===== src/rtl/lcd_frame_streamer.sv =====
// Frame pixel source for the LCD GPU port: reads a full frame linearly from a
// fixed-latency memory and streams it out through a small FIFO with a registered head.
module lcd_frame_streamer #(
   parameter int H_RES      = 320,
   parameter int V_RES      = 240,
   parameter int ADDR_W     = 17,
   parameter int FIFO_DEPTH = 8,
   parameter int RD_LAT     = 2
) (
   input  logic              clk,
   input  logic              rst_n,
   input  logic              ena,
   input  logic              frame_trig,
   input  logic [ADDR_W-1:0] base_addr,
   output logic [ADDR_W-1:0] mem_addr,
   output logic              mem_rd,
   input  logic [15:0]       mem_rdata,
   output logic [15:0]       gpu_data,
   output logic              gpu_valid,
   input  logic              gpu_ready,
   output logic              busy,
   output logic              frame_done
);

   localparam int PIX   = H_RES * V_RES;
   localparam int CNT_W = (PIX > 1) ? $clog2(PIX) : 1;
   localparam int PTR_W = $clog2(FIFO_DEPTH);
   localparam int OCC_W = PTR_W + 1;
   localparam logic [CNT_W-1:0] LAST_PIX = CNT_W'(PIX - 1);
   localparam logic [OCC_W-1:0] DEPTH_C  = OCC_W'(FIFO_DEPTH);

   typedef enum logic [1:0] {IDLE, RUN, DRAIN} state_t;

   state_t            state, state_nxt;
   logic [1:0]        rst_sync;
   logic              rst_i_n;
   logic [ADDR_W-1:0] base_q;
   logic [CNT_W-1:0]  rd_cnt;
   logic [RD_LAT-1:0] rd_pipe;
   logic [OCC_W-1:0]  occ;
   logic [15:0]       fifo_mem [FIFO_DEPTH];
   logic [PTR_W-1:0]  wr_ptr, rd_ptr;
   logic [OCC_W-1:0]  fifo_cnt;
   logic              push, pop, head_free, fifo_empty, fifo_wr, fifo_rd, bypass;
   logic              start, drained, done_nxt;

   // Reset asserts immediately but releases only on a clock edge.
   always_ff @(posedge clk or negedge rst_n) begin
      if (!rst_n) rst_sync <= 2'b00;
      else        rst_sync <= {rst_sync[0], 1'b1};
   end
   assign rst_i_n = rst_sync[1];

   always_comb begin
      push       = rd_pipe[RD_LAT-1];
      pop        = gpu_valid & gpu_ready;
      head_free  = !gpu_valid | pop;
      fifo_empty = (fifo_cnt == '0);
      fifo_rd    = head_free & !fifo_empty;
      bypass     = push & head_free & fifo_empty;
      fifo_wr    = push & !bypass;
      drained    = (rd_pipe == '0) & fifo_empty & head_free;
   end

   // occ covers in-flight reads, stored words and the head, so a read is only
   // issued when a slot is guaranteed to exist when its data returns.
   always_comb begin
      state_nxt = state;
      mem_rd    = 1'b0;
      done_nxt  = 1'b0;
      start     = 1'b0;
      case (state)
         IDLE: begin
            if (frame_trig && ena) begin
               state_nxt = RUN;
               start     = 1'b1;
            end
         end
         RUN: begin
            if (occ < DEPTH_C) begin
               mem_rd = 1'b1;
               if (rd_cnt == LAST_PIX) state_nxt = DRAIN;
            end
         end
         DRAIN: begin
            if (drained) begin
               done_nxt  = 1'b1;
               state_nxt = IDLE;
            end
         end
         default: state_nxt = IDLE;
      endcase
   end

   assign mem_addr = mem_rd ? (base_q + ADDR_W'(rd_cnt)) : '0;
   assign busy     = (state != IDLE);

   always_ff @(posedge clk or negedge rst_i_n) begin
      if (!rst_i_n) begin
         state      <= IDLE;
         base_q     <= '0;
         rd_cnt     <= '0;
         rd_pipe    <= '0;
         occ        <= '0;
         frame_done <= 1'b0;
      end else begin
         state      <= state_nxt;
         frame_done <= done_nxt;
         rd_pipe    <= RD_LAT'({rd_pipe, mem_rd});
         occ        <= occ + OCC_W'(mem_rd) - OCC_W'(pop);
         if (start) begin
            base_q <= base_addr;
            rd_cnt <= '0;
         end else if (mem_rd) begin
            rd_cnt <= rd_cnt + 1'b1;
         end
      end
   end

   always_ff @(posedge clk) begin
      if (fifo_wr) fifo_mem[wr_ptr] <= mem_rdata;
   end

   // The head register is the first-word-fall-through output; an empty FIFO
   // lets returning data go straight to it to save a cycle of latency.
   always_ff @(posedge clk or negedge rst_i_n) begin
      if (!rst_i_n) begin
         wr_ptr    <= '0;
         rd_ptr    <= '0;
         fifo_cnt  <= '0;
         gpu_data  <= '0;
         gpu_valid <= 1'b0;
      end else begin
         if (fifo_wr) wr_ptr <= wr_ptr + 1'b1;
         if (fifo_rd) rd_ptr <= rd_ptr + 1'b1;
         fifo_cnt <= fifo_cnt + OCC_W'(fifo_wr) - OCC_W'(fifo_rd);
         if (fifo_rd) begin
            gpu_data  <= fifo_mem[rd_ptr];
            gpu_valid <= 1'b1;
         end else if (bypass) begin
            gpu_data  <= mem_rdata;
            gpu_valid <= 1'b1;
         end else if (pop) begin
            gpu_valid <= 1'b0;
         end
      end
   end

endmodule


===== config.mk =====
export PLATFORM = sky130hd
export DESIGN_NAME = lcd_frame_streamer
export DESIGN_NICKNAME = d
export VERILOG_FILES = /design/src/rtl/lcd_frame_streamer.sv
export SDC_FILE = /design/constraint.sdc
export NUM_CORES = 1
export LEC_CHECK = 0
export ABC_AREA = 1
export ABC_CLOCK_PERIOD_IN_PS = 2660
export CORE_MARGIN = 3
export CORE_UTILIZATION = 46
export DETAILED_ROUTE_END_ITERATION = 6
export HOLD_SLACK_MARGIN = 0.02
export PLACE_DENSITY = 0.65
export SYNTH_ARGS = -nofsm -noshare
export SYNTH_HDL_FRONTEND = slang
export SYNTH_SLANG_ARGS = --single-unit
export TNS_END_PERCENT = 10

===== constraint.sdc =====
create_clock -name clk -period 2.66 [get_ports clk]
set_input_delay 0.665 -clock clk [delete_from_list [all_inputs] [get_ports clk]]
set_output_delay 0.665 -clock clk [all_outputs]
set_load 0.005 [all_outputs]

==> qor.txt, run 1 <==
buffers added on ports -> 74
top-area cell type share of the netlist area -> 0.404
fin crit period -> 2.85 ns
Vias/cell -> 5.14
xor/xnor share of the synthesized area -> 0.0110
synthesized-area fraction occupied by adder cells -> 0.0431
Final GP Congestion -> 0.825
count of final hold-check violations -> 0
most common cell in the synthesized netlist -> nor2_1
terminus of the critical flop-to-flop path -> fifo_cnt[2]
cell taking the most area after synthesis -> edfxtp_1
terminating pin of the worst hold path -> rst_sync[1]
share of the clock period used by the worst path after layout -> 1.07
remaining antenna violation count after routing -> 0
Pre-Repair DR Iteration Count -> 5
ANT cells -> 0
clock root buffer master -> clkbuf_16
wire length of the first global-routing pass -> 36.0 mm
Yosys warnings -> 0
GR Util All Layers -> 0.208
area taken by flip-flops and latches -> 5650 um^2
length of routed met3 wiring -> 1.30 mm
total negative setup slack -> -1.50 ns
DR vias -> 7288
top post-synthesis cells by count -> nor2_1 (198), nand2_1 (195), edfxtp_1 (128)
critical path data arrival time -> 2.19 ns
post-route worst hold slack -> 0.350 ns
Worst Hold Path Cells -> 0
number of flops mapped to enable cells by yosys -> 128
largest net degree at the start of global routing -> 66
actual slew at the worst max-slew pin -> 0.753 ns
routed wire length -> 22.7 mm
remaining global-route overflow -> 0
violations in the final reports -> setup timing
die area -> 22400 um^2
simple-gate share of the synthesized area -> 0.217
kind of capture point of the worst setup path -> output pin
kind of start point of the critical path -> register
maximum frequency from static timing analysis -> 351 MHz
Hold-fix buffers, CTS -> 0
total area of multi-input combinational cells -> 3490 um^2
cell count of the worst reg-to-reg path -> 10
FP Rows -> 51
clock-pin slew of the registers on the worst-case setup and hold paths -> 0.07 ns
share of final-layout standard cells stronger than drive strength 1 -> 0.148
share of the core filled with cells in the final layout -> 0.588
post-synthesis to final-layout area growth -> 23.1%
number of global-route vias before repair -> 6976
top routing layer used -> met4
post-synthesis average cell area -> 9.36 um^2
count of state elements after synthesis -> 200
distinct cell type count of the synthesized netlist -> 36
fraction of the yosys area taken by sequential cells -> 0.593
maximum resistive drop on vdd -> 0.640 mV
number of sinks on the clock net -> 200
dpl hpwl -> 14.5 mm
standby leakage power -> 5.03 nW
top cells by area in the synthesized netlist -> edfxtp_1 (40%), dfrtp_1 (19%), nor2_1 (7.8%)
final count of pins violating max slew -> 0
startpoint of the tightest hold check path -> rst_sync[0]
Slew HR -> 0.498
post-route DRC violation count -> 0
Register-to-Register Setup Slack -> 0.59 ns
class of the most critical setup path -> register to output pin
post-layout net count -> 1209
number of antenna violations at the first check in global routing -> 0
worst-case clock buffer depth -> 2
path category of the worst min-delay check -> register to register
final count of negative-setup-slack endpoints -> 13
I/O pin total -> 75
maximum fanout count along the critical path -> 3
area fraction in compound gates after synthesis -> 0.0742
detailed-routed wire length on met2 -> 10.9 mm
worst slack at placement -> -0.202 ns
Die X-Extent -> 150 um
async set-reset flop share out of synthesis -> 0.360
post-synth net total -> 1085
startpoint of the worst register-to-register path -> fifo_cnt[2]
worst setup skew after layout -> 0.0112 ns
run status -> complete, but fails checks
count of max-cap constraint violations -> 0
maximum level of the CTS H-tree -> 4
filler cell count in the final layout -> 1718
WL per Instance -> 16.0 um
post-synthesis mux area share -> 0
initial cell density of the core -> 0.478
clock tree from TritonCTS -> yes
Worst Setup Slack, final -> -0.193 ns
RSZ-0062 raised after global routing -> yes
post-synthesis instance area -> 9510 um^2
pwr dens -> 993 nW/um^2
Vert. Die Dim -> 150 um
Crit path required time -> 2.00 ns
standard cell core area -> 19900 um^2
Num CTS Buffers -> 17
clock latency of the later-clocked register in the worst-skew pair -> 0.44 ns
most common flop cell mapped by yosys -> edfxtp_1
Initial DRC Count -> 541
Syn Inst Count -> 1016
DRT met1 WL -> 10.3 mm
dominant combinational cell family by area after synthesis -> simple AND/OR/NAND/NOR gates
[flip-flops by register name, indices dropped and copies added (netlist names)]
register	count
rd_cnt	17
wr_ptr	3
fifo_cnt	4
frame_done	1
state	2
rst_sync	2
gpu_data	16
occ	4
rd_pipe	2
base_q	17
fifo_mem	128
gpu_valid	1
rd_ptr	3
[repair_timing]
action,in CTS,in global routing
setup endpoints to repair,17,17
pin swaps,9,6
cloned,0,0
buffers inserted,5,1
gates resized for setup,71,15
[through the flow]
stage                     std cells  power, W  instance area (um^2)
after global routing           1418    0.0124                 11700
after detailed placement       1380   0.00888                 10900
after global placement         1380   0.00877                 10900
after CTS                      1417    0.0117                 11600
after floorplan                1016   0.00717                  9510
final                          1418    0.0116                 11700
[where the power goes]
part	total [W]	switching, W	internal [W]
sequential	0.00437	0.000327	0.00405
clock	0.00272	0.00127	0.00145
combinational	0.00455	0.00267	0.00188
[cell type report]
type                    instances  area share
inverters                      97      0.0311
clock buffers                  17      0.0363
well taps                     265      0.0283
repair buffers                141       0.107
flip-flops and latches        200       0.482
multi-input cells             683       0.298
clock inverters                15      0.0173
[worst max-delay path by stage]
stage               cells past startpoint      start             end  slack (ns)
global route                           14  base_q[0]    mem_addr[12]       -0.31
floorplan                               6  gpu_ready  fifo_mem[0][0]        0.32
CTS                                    13  base_q[0]    mem_addr[16]       -0.22
detailed placement                     13  base_q[0]    mem_addr[12]       -0.20
finish                                 13  base_q[0]    mem_addr[16]       -0.19
global placement                       13  base_q[0]    mem_addr[16]       -0.16
[logic make-up after synthesis]
kind of cell             after synthesis
adder cells (fa/ha/maj)               31
AO/OA/AOI/OAI                        140
buffers and inverters                133
flip-flops                           200
AND/OR/NAND/NOR                      499
XOR/XNOR                              12
other                                  1
[per-layer routing]
| layer | up-vias | track usage |
|---|---|---|
| li1 | 3610 | - |
| met1 | 3459 | 0.295 |
| met2 | 202 | 0.334 |
| met3 | 17 | 0.0403 |
| met4 | 0 | 0.0448 |
| met5 | - | 0 |
[layout by cell type (no fill, tap or decap), types with 3 or more instances in the layout]
master,n
clkdlybuf4s15_2,4
buf_2,7
inv_2,13
nand3_1,68
nand3_2,4
xnor2_1,7
buf_6,3
a21oi_2,4
clkdlybuf4s50_1,58
dfrtp_1,70
clkbuf_16,17
dlygate4sd2_1,4
a21oi_1,55
o21ai_0,40
buf_4,61
nand2_1,185
nor2_1,197
inv_1,83
nand2_2,11
edfxtp_1,128
nand4_1,7
inv_8,6
nor2_2,6
o21ai_1,39
ha_4,9
nor3_1,7
xor2_1,5
buf_12,3
ha_1,18
[worst max-delay path: stages, from the launching register on]
cell     delay (ns)
dfrtp_1        0.36
ha_2           0.20
inv_2          0.04
fa_2           0.34
inv_2          0.07
nand2_1        0.05
nand2_1        0.07
nand3_2        0.07
nand2_2        0.07
buf_6          0.11
nand2_2        0.05
a21oi_1        0.15
nor2_1         0.05
buf_2          0.12
No activity file was read; power rests on OpenSTA's default activity.
==> run 2: changes to the inputs <==
--- a/config.mk
+++ b/config.mk
@@ -10,6 +10,7 @@
 export CORE_MARGIN = 3
 export CORE_UTILIZATION = 46
 export DETAILED_ROUTE_END_ITERATION = 6
+export GPL_ROUTABILITY_DRIVEN = 0
 export HOLD_SLACK_MARGIN = 0.02
 export PLACE_DENSITY = 0.65
 export SYNTH_ARGS = -nofsm -noshare
==> results of run 2 <==
No change in the layout: final DEF, timing and power equal those of run 1.
